$ cat config.mk
export PLATFORM = sky130hd
export DESIGN_NAME = rom_loader
export DESIGN_NICKNAME = d
export VERILOG_FILES = /design/src/rtl/rom_loader.sv
export SDC_FILE = /design/constraint.sdc
export NUM_CORES = 1
export LEC_CHECK = 0
export ABC_AREA = 1
export ABC_CLOCK_PERIOD_IN_PS = 3100
export BUFFER_PORTS_ARGS = -buffer_cell sky130_fd_sc_hd__clkbuf_2
export CORE_MARGIN = 2
export CORE_UTILIZATION = 42
export DETAILED_ROUTE_END_ITERATION = 16
export HOLD_SLACK_MARGIN = 0.15
export PLACE_DENSITY = 0.66
export SLEW_MARGIN = 25
export SYNTH_ARGS = -nofsm -noshare
export SYNTH_HDL_FRONTEND = slang
export SYNTH_SLANG_ARGS = --single-unit
$ cat constraint.sdc
create_clock -name i_clock -period 3.1 [get_ports i_clock]
set_input_delay 0.31 -clock i_clock [delete_from_list [all_inputs] [get_ports i_clock]]
set_output_delay 0.31 -clock i_clock [all_outputs]
set_load 0.03 [all_outputs]
$ cat src/rtl/rom_loader.sv
// Purpose: writes a byte-stream image into a 2**AW-word memory, then zero-fills the rest of the image.
// Latency: a captured word is written on the first mem_ce after capture; mem_we/mem_a/mem_d are registered.
// Backpressure: one-word hold register; dl_wait is high while it is occupied, and dl_wr is dropped then.
module rom_loader #(
    parameter int DW        = 8,
    parameter int AW        = 14,
    parameter int FILL_ZERO = 1
) (
    input  logic          i_clock,
    input  logic          i_reset,
    input  logic          i_dl_active,
    input  logic          i_dl_wr,
    input  logic [DW-1:0] i_dl_data,
    output logic          o_dl_wait,
    input  logic          i_mem_ce,
    output logic          o_mem_we,
    output logic [AW-1:0] o_mem_a,
    output logic [DW-1:0] o_mem_d,
    output logic          o_busy,
    output logic          o_done,
    output logic          o_overflow,
    output logic [AW:0]   o_count
);

    // Image size, last address and unit step, all at counter width.
    localparam logic [AW:0] C_IMG  = {1'b1, {AW{1'b0}}};
    localparam logic [AW:0] C_LAST = {1'b0, {AW{1'b1}}};
    localparam logic [AW:0] C_ONE  = {{AW{1'b0}}, 1'b1};

    typedef enum logic [2:0] {
        S_IDLE,
        S_LOAD,
        S_DRAIN,
        S_FILL,
        S_DONE
    } state_t;

    state_t          r_state;
    logic            r_dl_active_q;
    logic            r_pending;
    logic [DW-1:0]   r_hold;
    // One bit wider than the memory address so it can sit at 2**AW
    // after a full image instead of wrapping back to zero.
    logic [AW:0]     r_addr;
    logic [AW:0]     r_count;
    logic            r_overflow;
    logic            r_busy;
    logic            r_done;
    logic            r_mem_we;
    logic [AW-1:0]   r_mem_a;
    logic [DW-1:0]   r_mem_d;

    logic            w_rise;
    logic            w_in_load;
    logic            w_room;
    logic            w_accept;
    logic            w_reject_full;
    logic            w_stream_wr;
    logic            w_fill_wr;
    logic            w_pending_nxt;
    logic [AW:0]     w_count_nxt;
    logic            w_fill_needed;

    // A download starts on the low-to-high transition of dl_active.
    assign w_rise        = i_dl_active & ~r_dl_active_q;
    assign w_in_load     = (r_state == S_LOAD);
    assign w_room        = (r_count < C_IMG);

    // Capture and write are mutually exclusive: capture needs the hold
    // register empty, a stream write needs it full.
    assign w_accept      = w_in_load & i_dl_wr & ~r_pending &  w_room;
    assign w_reject_full = w_in_load & i_dl_wr & ~r_pending & ~w_room;
    assign w_stream_wr   = ((r_state == S_LOAD) || (r_state == S_DRAIN)) & r_pending & i_mem_ce;
    assign w_fill_wr     = (r_state == S_FILL) & i_mem_ce;

    // Hold-register occupancy and stream count after this edge; used to
    // decide where to go when the download window closes.
    assign w_pending_nxt = w_accept | (r_pending & ~w_stream_wr);
    assign w_count_nxt   = r_count + (w_stream_wr ? C_ONE : '0);
    assign w_fill_needed = (FILL_ZERO != 0) && (w_count_nxt < C_IMG);

    assign o_dl_wait     = r_pending;
    assign o_mem_we      = r_mem_we;
    assign o_mem_a       = r_mem_a;
    assign o_mem_d       = r_mem_d;
    assign o_busy        = r_busy;
    assign o_done        = r_done;
    assign o_overflow    = r_overflow;
    assign o_count       = r_count;

    // Previous dl_active for edge detection; cleared by reset so a window
    // already open at reset release still starts a download.
    always_ff @(posedge i_clock) begin
        if (i_reset) begin
            r_dl_active_q <= 1'b0;
        end else begin
            r_dl_active_q <= i_dl_active;
        end
    end

    // Loader FSM with registered memory write port and status outputs.
    always_ff @(posedge i_clock) begin
        if (i_reset) begin
            r_state    <= S_IDLE;
            r_pending  <= 1'b0;
            r_hold     <= '0;
            r_addr     <= '0;
            r_count    <= '0;
            r_overflow <= 1'b0;
            r_busy     <= 1'b0;
            r_done     <= 1'b0;
            r_mem_we   <= 1'b0;
            r_mem_a    <= '0;
            r_mem_d    <= '0;
        end else begin
            r_mem_we <= 1'b0;

            case (r_state)
                S_IDLE, S_DONE: begin
                    if (w_rise) begin
                        r_state    <= S_LOAD;
                        r_pending  <= 1'b0;
                        r_addr     <= '0;
                        r_count    <= '0;
                        r_overflow <= 1'b0;
                        r_busy     <= 1'b1;
                        r_done     <= 1'b0;
                    end
                end

                S_LOAD: begin
                    if (w_stream_wr) begin
                        r_mem_we <= 1'b1;
                        r_mem_a  <= r_addr[AW-1:0];
                        r_mem_d  <= r_hold;
                        r_addr   <= r_addr + C_ONE;
                        r_count  <= w_count_nxt;
                    end
                    if (w_accept) begin
                        r_hold <= i_dl_data;
                    end
                    if (w_reject_full) begin
                        r_overflow <= 1'b1;
                    end
                    r_pending <= w_pending_nxt;

                    // Window closed: flush the held word first, otherwise
                    // go straight on to zero-fill or completion.
                    if (!i_dl_active) begin
                        if (w_pending_nxt) begin
                            r_state <= S_DRAIN;
                        end else if (w_fill_needed) begin
                            r_state <= S_FILL;
                        end else begin
                            r_state <= S_DONE;
                            r_busy  <= 1'b0;
                            r_done  <= 1'b1;
                        end
                    end
                end

                S_DRAIN: begin
                    if (w_stream_wr) begin
                        r_mem_we  <= 1'b1;
                        r_mem_a   <= r_addr[AW-1:0];
                        r_mem_d   <= r_hold;
                        r_addr    <= r_addr + C_ONE;
                        r_count   <= w_count_nxt;
                        r_pending <= 1'b0;
                        if (w_fill_needed) begin
                            r_state <= S_FILL;
                        end else begin
                            r_state <= S_DONE;
                            r_busy  <= 1'b0;
                            r_done  <= 1'b1;
                        end
                    end
                end

                S_FILL: begin
                    // count tracks stream words only, so it is left alone here.
                    if (w_fill_wr) begin
                        r_mem_we <= 1'b1;
                        r_mem_a  <= r_addr[AW-1:0];
                        r_mem_d  <= '0;
                        r_addr   <= r_addr + C_ONE;
                        if (r_addr == C_LAST) begin
                            r_state <= S_DONE;
                            r_busy  <= 1'b0;
                            r_done  <= 1'b1;
                        end
                    end
                end

                default: begin
                    r_state <= S_IDLE;
                    r_busy  <= 1'b0;
                    r_done  <= 1'b0;
                end
            endcase
        end
    end

endmodule

==> summary.md, run 1 <==
| Metric | Value |
|---|---|
| Hold-fix buffers, CTS | `0` |
| Fin util | `0.501` |
| Fillers | `roughly 800` |
| Setup repair bufs after CTS | `0` |
| Nets | `~540` |
| CP Launch Type | `flip-flop` |
| CTS tree | `yes` |
| Routed WL | `around 7500 µm` |
| Worst stage delay on the critical path | `roughly 430 ps` |
| Final setup TNS | `0 ps` |
| Hold Vio Cnt, Final | `0` |
| Diodes inserted | `0` |
| Cts repair resizes | `0` |
| Drt wl/cell | `roughly 12 µm` |
| Final instance area | `roughly 3800 µm²` |
| CP cell instances | `nand3_2 > nand2_4 > nand3_4 > inv_1 > ha_1 > ha_1 > nand2_1 > nor2_1 > nand3_1 > nand2_1 > nand2_1 > nand2_1 > a21oi_1 > a21oi_1 > nor2_1` |
| Die H | `between 90 and 100 µm` |
| Skew-Pair Late Insertion Delay | `roughly 350 ps` |
| Area grow syn2layout | `17.2%` |
| Placed cell areas | `approximately 3600 µm²` |
| Largest net degree at the start of global routing | `30` |
| Power Dens Cells | `around 660 nW/µm²` |
| H-tree depth | `3` |
| DRT Pass-1 Iters | `5` |
| Ys Warns | `0` |
| Die X-Extent | `~92 µm` |
| Worst setup margin | `between 700 and 800 ps` |
| Reg clk slew, reported paths | `80 ps` |
| Post-DP HPWL | `approximately 5500 µm` |
| Congestion Overflow GR | `0` |
| Max-cap check violation count | `0` |
| Unrepaired setup endpoints after global routing | `false` |
| Post-synthesis sequential area ratio | `0.425` |
| Placed instance count | `about 610` |
| Tmin final | `between 2000 and 2500 ps` |
| Delay-heaviest family, CP | `simple AND/OR/NAND/NOR gates` |
| Clk sink count | `roughly 70` |
| Core Area | `about 7600 µm²` |
| Clk_skew | `around 5.2 ps` |
| Max Slew Vio Count | `0` |
| Final Cycle Share | `0.772` |
| Initial core utilization | `0.427` |
| Worst vdd ir | `between 300 and 400 µV` |
| Outcome | `complete, no violations` |
| Vias | `around 3,200` |
| F_max | `between 0.4 and 0.5 GHz` |
| Cell variety after synth | `33` |
| Max-slew headroom | `0.466` |
| Syn avg cell area | `between 6 and 7 µm²` |
| Die Area | `between 8000 and 9000 µm²` |
| Hold Slack | `around 180 ps` |
| Worst Path Buf+Inv | `1` |
| Post-Syn Area | `approximately 3300 µm²` |
| Initial DRC Count | `about 200` |
| Dpl ws | `around 740 ps` |
| Worst Tran Pin Value | `801 ps` |
| Syn_nets | `486` |
| # IOs | `55` |
| PortBufs | `54` |
| First-pass GRT wire length | `13,200 µm` |
| Clock buffer depth | `2` |
| Number of global-route vias before repair | `slightly below 3,000` |
| Arr. time, crit path | `between 2000 and 3000 ps` |
| Vias/cell | `around 5.0` |
| Yosys reg bits | `around 70` |
| Worst-path fanout max | `8` |
| Gpl congestion | `0.848` |
| Non-filler instance count after layout | `between 600 and 700` |
| Number of CTS-inserted buffers | `9` |
| Slowest CP cell | `dfxtp_1` |
| Worst min path class | `input pin to flip-flop` |
| Root Driver | `clkbuf_8` |
| Syn Inst Count | `470` |
| Post-route DRC violation count | `0` |
| # setup viols final | `0` |
| ANT nets after route | `0` |
| Initial antenna violation count | `0` |
| CP required | `about 3300 ps` |
| Post-layout total power | `around 2.5 mW` |
| Setup crit end kind | `flip-flop` |
| GRT Util Overall | `0.192` |
| Row cnt | `32` |
| Critical path's most frequent cell | `nand2_1` |
| Lkg Pwr | `approximately 1.6 nW` |
| Fraction of layout cells with a size suffix above 1 | `0.176` |
| WS Path Type | `flip-flop to flip-flop` |
[worst paths after layout]
path,from,endpoint,slack [ps],cells after the start
worst max-delay path,r_state[1],r_state[1],710,15
worst min-delay path,i_dl_data[3],r_hold[3],180,3
worst max register to register,r_state[1],r_state[1],710,15
worst min register to register,o_done,o_done,440,2
[state kept, by name, indices dropped and copies added (netlist names)]
name           flops
o_busy             1
o_count           15
o_dl_wait          1
o_done             1
o_mem_a           14
o_mem_d            8
o_mem_we           1
o_overflow         1
r_addr            15
r_dl_active_q      1
r_hold             8
r_state            3
[cell families (layout without fill, tap and decap cells)]
kind of cell / after synthesis / in the layout / synth area share
and+or+nand+nor: 242 / 242 / 0.330
AOI/OAI and AO/OA: 83 / 83 / 0.135
DFF: 69 / 69 / 0.425
buffers and inverters: 67 / 125 / 0.0831
xor gates and xnor gates: 6 / 6 / 0.0162
adders and majority gates: 3 / 3 / 0.0115
[area by class of cell]
class / instances / area [µm²] / area share
multi-input cells: 334 / 1600 / 0.420
well taps: 102 / 128 / 0.0335
clock buffers: 9 / 124 / 0.0325
repair buffers: 55 / 278 / 0.0729
inverters: 54 / 203 / 0.0532
flip-flops and latches: 69 / 1380 / 0.362
clock inverters: 7 / 97.6 / 0.0256
[worst reg2reg max path: stages (launching register included)]
cell and delay (ps):
dfxtp_1 430, nand3_2 160, nand2_4 150, nand3_4 100, inv_1 90, ha_1 170, ha_1 200, nand2_1 80
nor2_1 240, nand3_1 130, nand2_1 80, nand2_1 90, nand2_1 120, a21oi_1 80, a21oi_1 110, nor2_1 40
[cells in the final DEF (no fill, tap or decap), types with 2 or more instances in the layout]
master	netlist	layout
xor2_1	5	5
dfxtp_1	69	69
nand2_2	4	4
inv_1	49	49
nor2_1	85	85
nor2_2	3	3
nand2_1	93	93
clkinvlp_4	0	2
inv_2	5	5
clkbuf_2	1	54
nor2_4	3	3
nand3_1	24	24
bufinv_16	0	2
nand4_1	10	10
a22oi_1	2	2
nand3_4	2	2
nor3_1	14	14
ha_1	3	3
o21ai_0	33	33
o31ai_1	2	2
nand3_2	2	2
a21oi_1	41	41
clkbuf_8	0	9
[layer usage]
layer / part of all wire / GRT usage / vias up
met5: 0 / 0 / -
met4: 0.016 / 0.0634 / 0
met3: 0.052 / 0.0501 / 14
met2: 0.45 / 0.308 / 76
met1: 0.48 / 0.253 / 1455
li1: - / - / 1628
[power breakdown]
group / total, mW / switching [mW] / internal, mW / leakage (nW)
Sequential: 0.995 / 0.0453 / 0.950 / 0.558
Combinational: 0.700 / 0.523 / 0.177 / 0.949
Clock: 0.821 / 0.366 / 0.455 / 0.106
[synth_stat cells]
master | number | area [µm²]
a21oi_1 | 41 | 205
a22oi_1 | 2 | 15.0
a31o_2 | 1 | 8.76
buf_1 | 2 | 7.51
buf_2 | 5 | 25.0
buf_4 | 1 | 7.51
buf_6 | 1 | 11.3
clkbuf_1 | 3 | 11.3
clkbuf_2 | 1 | 5.00
dfxtp_1 | 69 | 1380
ha_1 | 3 | 37.5
inv_1 | 49 | 184
inv_2 | 5 | 18.8
nand2_1 | 93 | 349
nand2_2 | 4 | 25.0
nand2_4 | 1 | 11.3
nand3_1 | 24 | 120
nand3_2 | 2 | 20.0
nand3_4 | 2 | 35.0
nand3b_1 | 1 | 7.51
nand4_1 | 10 | 62.6
nor2_1 | 85 | 319
nor2_2 | 3 | 18.8
nor2_4 | 3 | 33.8
nor3_1 | 14 | 70.1
o211ai_1 | 1 | 7.51
o21ai_0 | 33 | 165
o21ai_1 | 1 | 5.00
o21ai_2 | 1 | 8.76
o21bai_1 | 1 | 7.51
o31ai_1 | 2 | 15.0
xnor2_1 | 1 | 8.76
xor2_1 | 5 | 43.8
Power figures use the tool's default switching activity.
==> run 2: changes to the inputs <==
ABC_AREA = 0   (was 1)
ABC_CLOCK_PERIOD_IN_PS = 2400   (was 3100)
clock period = 2.4 ns   (was 3.1 ns; I/O delays follow)
==> run 2 against run 1 <==
Routed wire length hardly changed. Synthesized area fell by 5.8%. Via count fell by 10%. Flip-flop and latch count is the same. Register-to-register slack lost 600 ps. Die area down 5.5%. Largest cell class unchanged.
==> summary.md, run 2 <==
| Metric | Value |
|---|---|
| Power Dens Cells | `769 nW/µm²` |
| ANT nets after route | `0` |
| Final setup TNS | `0 ps` |
| # setup viols final | `0` |
| Routed WL | `~7500 µm` |
| Worst Tran Pin Value | `approximately 840 ps` |
| Most instantiated cells after synthesis | `dfxtp_1 (69), nand2_1 (50), nor2_1 (42), a21oi_1 (30), clkbuf_1 (19)` |
| Tmin final | `approximately 2300 ps` |
| Nets | `447` |
| Row cnt | `31` |
| Outcome | `complete, no violations` |
| Largest area contributor in the netlist | `dfxtp_1` |
| DRT Pass-1 Iters | `5` |
| Die X-Extent | `89.4 µm` |
| Drt wl/cell | `approximately 14 µm` |
| Clock buffer depth | `2` |
| Syn Inst Count | `roughly 360` |
| Initial core utilization | `0.427` |
| Post-Syn Area | `roughly 3100 µm²` |
| Worst-path fanout max | `3` |
| Synth top area cells | `dfxtp_1 (45%), nand2_1 (6.1%), nor2_1 (5.1%), a21oi_1 (4.9%), xor2_1 (4.9%)` |
| Post-synthesis sequential area ratio | `0.451` |
| Yosys reg bits | `69` |
| CP required | `roughly 2700 ps` |
| Worst stage delay on the critical path | `around 350 ps` |
| Worst Path Buf+Inv | `1` |
| GRT Util Overall | `0.192` |
| Congestion Overflow GR | `0` |
| Skew-Pair Late Insertion Delay | `350 ps` |
| EDFF count, synth | `0` |
| WS Path Type | `flip-flop to flip-flop` |
| Final Cycle Share | `0.955` |
| Hold Vio Cnt, Final | `0` |
| Cell variety after synth | `between 40 and 50` |
| Area grow syn2layout | `26.9%` |
| Critical path's most frequent cell | `ha_4` |
| Crit path launch | `r_state[1]` |
| Gpl congestion | `between 0.8 and 0.9` |
| Core Area | `7180 µm²` |
| Initial antenna violation count | `0` |
| Most frequent cell after synthesis | `dfxtp_1` |
| Delay-heaviest family, CP | `compound AO/OA/AOI/OAI gates` |
| CP cell instances | `xor2_2 > nor3b_4 > ha_4 > ha_4 > nand3_4 > nor4_4 > buf_4 > xnor2_2 > a211o_2 > o41ai_2` |
| Commonest non-fill, non-tap cell in the layout | `dfxtp_1` |
| Number of CTS-inserted buffers | `9` |
| Worst vdd ir | `approximately 330 µV` |
| Beginning of the worst hold path | `i_dl_active` |
| Syn_nets | `378` |
| Worst min path class | `input pin to flip-flop` |
| PortBufs | `54` |
| Max-cap check violation count | `0` |
| Vias/cell | `5.34` |
| Arr. time, crit path | `2540 ps` |
| CP Depth | `10` |
| Diodes inserted | `0` |
| Ys Warns | `0` |
| Reg clk slew, reported paths | `about 70 ps` |
| Root Driver | `clkbuf_8` |
| First-pass GRT wire length | `~12,000 µm` |
| Synth top area share | `0.451` |
| Post-route DRC violation count | `0` |
| H-tree depth | `3` |
| CP Launch Type | `flip-flop` |
| F_max | `between 0.4 and 0.5 GHz` |
| Fillers | `660` |
| Setup crit end kind | `flip-flop` |
| Fraction of layout cells with a size suffix above 1 | `0.244` |
| Async SR Flop Fraction | `0` |
| Largest net degree at the start of global routing | `46` |
| Die H | `approximately 89 µm` |
| CTS tree | `yes` |
| Worst hold path cell count | `2` |
| Top FF cell, synth | `dfxtp_1` |
| RR Startpoint | `r_state[1]` |
| Max-slew headroom | `0.436` |
| Initial DRC Count | `about 190` |
| Slowest CP cell | `dfxtp_2` |
| R2R cell count | `10` |
| # IOs | `55` |
| Syn avg cell area | `between 8 and 9 µm²` |
| Fin util | `0.542` |
| Vias | `2,849` |
| Lkg Pwr | `about 1.5 nW` |
| Clk_skew | `9.74 ps` |
| Post-DP HPWL | `5000 µm` |
| Commonest cells after routing, fill and taps aside | `dfxtp_1 (66), clkbuf_2 (54), nand2_1 (50)` |
| Clk sink count | `between 60 and 70` |
| Number of global-route vias before repair | `about 2,600` |
| Max Slew Vio Count | `0` |
| Die Area | `between 7000 and 8000 µm²` |
-- run 2: what timing repair did --
item,in CTS,in global routing
endpoints found under the setup margin,0,4
gates resized for setup,0,2
hold buffers,8,0
setup buffers,0,2
hold endpoints to repair,8,0
-- run 2: per-layer routing --
layer | track usage | part of all wire
met3 | 0.0397 | 0.043
met2 | 0.297 | 0.47
met5 | 0 | 0
met4 | 0.0882 | 0.017
met1 | 0.258 | 0.47
-- run 2: worst register-to-register path, stage by stage, from the launching register on --
cell,delay [ps]
dfxtp_2,350
xor2_2,150
nor3b_4,260
ha_4,180
ha_4,140
nand3_4,90
nor4_4,210
buf_4,170
xnor2_2,70
a211o_2,300
o41ai_2,280
-- run 2: cell type report --
| class | instances | area [µm²] | area share |
|---|---|---|---|
| flip-flops and latches | 69 | 1390 | 0.356 |
| repair buffers | 80 | 485 | 0.125 |
| well taps | 99 | 124 | 0.0318 |
| clock buffers | 9 | 124 | 0.0318 |
| clock inverters | 6 | 111 | 0.0286 |
| inverters | 2 | 7.51 | 0.00193 |
| multi-input cells | 269 | 1650 | 0.425 |
-- run 2: power breakdown --
part | internal, mW | total, mW | switching [mW]
Sequential | 1.20 | 1.23 | 0.0332
Clock | 0.686 | 1.13 | 0.444
Combinational | 0.227 | 0.630 | 0.403
-- run 2: cells by family (layout without fill, tap and decap cells) --
family	Yosys count	count (layout)	synth area share
xor+xnor	25	25	0.0715
mux	1	1	0.00327
flops	69	69	0.451
buf+inv	24	97	0.0306
simple gates	168	168	0.278
compound gates	71	71	0.150
fa+ha+maj	4	4	0.0155
-- run 2: final timing paths --
kind	endpoint	slack, ps
setup / recovery	r_state[2]	110
hold / removal	r_dl_active_q	190
setup reg to reg	r_state[2]	110
hold reg to reg	o_mem_a[1]	460
-- run 2: stage by stage --
| stage | worst slack (ps) | area (µm²) | total power, mW | hold WS (ps) | cells |
|---|---|---|---|---|---|
| 3_5_place_dp | 100 | 3550 | 1.85 | 448 | 509 |
| 4_1_cts | 24.4 | 3870 | 2.98 | 178 | 532 |
| 2_1_floorplan | -32.8 | 3150 | 1.69 | 368 | 362 |
| 6_report | 108 | 3890 | 2.99 | 193 | 534 |
| 5_1_grt | -8.34 | 3890 | 3.12 | 198 | 534 |
| 3_3_place_gp | 165 | 3550 | 1.84 | 444 | 509 |
==> run 3: changes to the inputs <==
ABC_AREA = 1   (was 0)
==> run 3 against run 2 <==
Worst setup slack improved by 140 ps. Non-clock buffer count fell by 10. Clock power barely moved. Fmax rose by 6.4%. Critical endpoint is now r_state[1]. Largest cell class unchanged. Largest power group unchanged. Highest routed layer unchanged.
==> summary.md, run 3 (synthesis gave the netlist of run 1 again) <==
| Metric | Value |
|---|---|
| Outcome | `complete, no violations` |
| Hold Vio Cnt, Final | `0` |
| Drt wl/cell | `11.9 µm` |
| F_max | `0.464 GHz` |
| Setup repair bufs after CTS | `0` |
| Post-layout total power | `approximately 3.4 mW` |
| First-pass GRT wire length | `13,400 µm` |
| WS Path Type | `flip-flop to flip-flop` |
| Vias | `3,162` |
| Setup crit end kind | `flip-flop` |
| Clk_skew | `approximately 7.0 ps` |
| Max-cap check violation count | `0` |
| Initial antenna violation count | `0` |
| Clock buffer depth | `2` |
| Row cnt | `32` |
| Worst vdd ir | `428 µV` |
| Worst stage delay on the critical path | `approximately 440 ps` |
| Root Driver | `clkbuf_8` |
| Sw Ratio | `0.360` |
| Gpl congestion | `~0.91` |
| Clk sink count | `between 60 and 70` |
| Power Dens Cells | `between 800 and 900 nW/µm²` |
| Routed WL | `7680 µm` |
| CP Launch Type | `flip-flop` |
| Max Slew Vio Count | `0` |
| Post-route DRC violation count | `0` |
| Area grow syn2layout | `22.5%` |
| Skew-Pair Late Insertion Delay | `between 300 and 400 ps` |
| Commonest cells after routing, fill and taps aside | `nand2_1 (91), nor2_1 (84), dfxtp_1 (68)` |
| Worst Path Buf+Inv | `1` |
| Final setup TNS | `0 ps` |
| CP required | `roughly 2600 ps` |
| Largest net degree at the start of global routing | `27` |
| Reg clk slew, reported paths | `approximately 70 ps` |
| # setup viols final | `0` |
| Die H | `slightly above 90 µm` |
| Die X-Extent | `~90 µm` |
| Gate power share | `0.294` |
| # IOs | `55` |
| Arr. time, crit path | `around 2400 ps` |
| Delay-heaviest family, CP | `simple AND/OR/NAND/NOR gates` |
| Internal power | `2.16 mW` |
| Slowest CP cell | `dfxtp_1` |
| Clock Power Share | `0.325` |
| Lkg Pwr | `around 1.7 nW` |
| Nets | `approximately 550` |
| Commonest non-fill, non-tap cell in the layout | `nand2_1` |
| Initial core utilization | `0.427` |
| GRT Util Overall | `0.192` |
| Unrepaired setup endpoints after global routing | `false` |
| CP cell instances | `nand3_4 > nand2_4 > nand3_4 > inv_1 > ha_1 > ha_2 > nand2_1 > nor2_4 > nand3_1 > nand2_1 > nand2_2 > nand2_2 > a21oi_1 > a21oi_1 > nor2_1` |
| Worst min path class | `input pin to flip-flop` |
| Final Cycle Share | `0.898` |
| Tmin final | `roughly 2200 ps` |
| Worst Tran Pin Value | `a little over 600 ps` |
| Sequential Power Share | `0.381` |
| Vias/cell | `about 4.9` |
| Hold Slack | `around 250 ps` |
| Diodes inserted | `0` |
| Fraction of layout cells with a size suffix above 1 | `0.190` |
| Number of global-route vias before repair | `approximately 3,000` |
| H-tree depth | `3` |
| Worst-path fanout max | `5` |
| Initial DRC Count | `around 120` |
| Placed cell areas | `3630 µm²` |
| CTS tree | `yes` |
| Congestion Overflow GR | `0` |
| PortBufs | `between 50 and 60` |
| DRT Pass-1 Iters | `6` |
| Final instance area | `around 4000 µm²` |
| Die Area | `about 8500 µm²` |
| ANT nets after route | `0` |
| P_sw | `around 1.2 mW` |
| Number of CTS-inserted buffers | `9` |
| Core Area | `7610 µm²` |
| Post-DP HPWL | `roughly 5500 µm` |
| Max-slew headroom | `0.593` |
-- run 3: metal layers --
metal,wire length (µm),vias up,global-route usage
met2,3710,70,0.333
met3,287,13,0.0485
met1,3560,1429,0.236
met4,116,0,0.0560
li1,-,1650,-
met5,0,-,0
-- run 3: tightest hold or removal path, delay by kind of cell --
family | cells | cell delay [ps]
compound gates | 1 | 70
buf+inv | 2 | 120
simple gates | 2 | 130
-- run 3: path summary, 6_finish.rpt --
check,start,end,depth (start not counted),slack [ps]
max,r_state[0],r_state[1],15,250
min,i_dl_wr,o_overflow,5,250
max reg2reg,r_state[0],r_state[1],15,250
min reg2reg,o_done,o_done,2,450
-- run 3: power groups by stage --
stage	sequential [mW]	clock (mW)	combinational [mW]
2_1_floorplan	1.36	0	0.701
3_3_place_gp	1.31	0	0.963
3_5_place_dp	1.31	0	0.966
4_1_cts	1.28	1.13	0.983
5_1_grt	1.30	1.17	1.12
6_report	1.29	1.10	0.994
-- run 3: what timing repair did --
action | 4_1_cts | 5_1_grt
hold buffers | 10 | 0
gates resized for setup | 0 | 7
hold endpoints to repair | 10 | 0
endpoints found under the setup margin | 0 | 7
-- run 3: area by class of cell --
class	count	area [µm²]
clock inverters	5	81.3
fillers	774	3620
flip-flops and latches	69	1380
multi-input cells	334	1620
clock buffers	11	151
repair buffers	70	415
well taps	102	128
inverters	54	203
-- run 3: stage by stage --
stage	instances	utilization	worst slack (ps)
2_1_floorplan	470	-	84.8
3_3_place_gp	619	0.477	198
3_5_place_dp	619	0.477	67.4
4_1_cts	645	0.521	42.9
5_1_grt	645	0.524	10.5
6_report	645	0.524	245
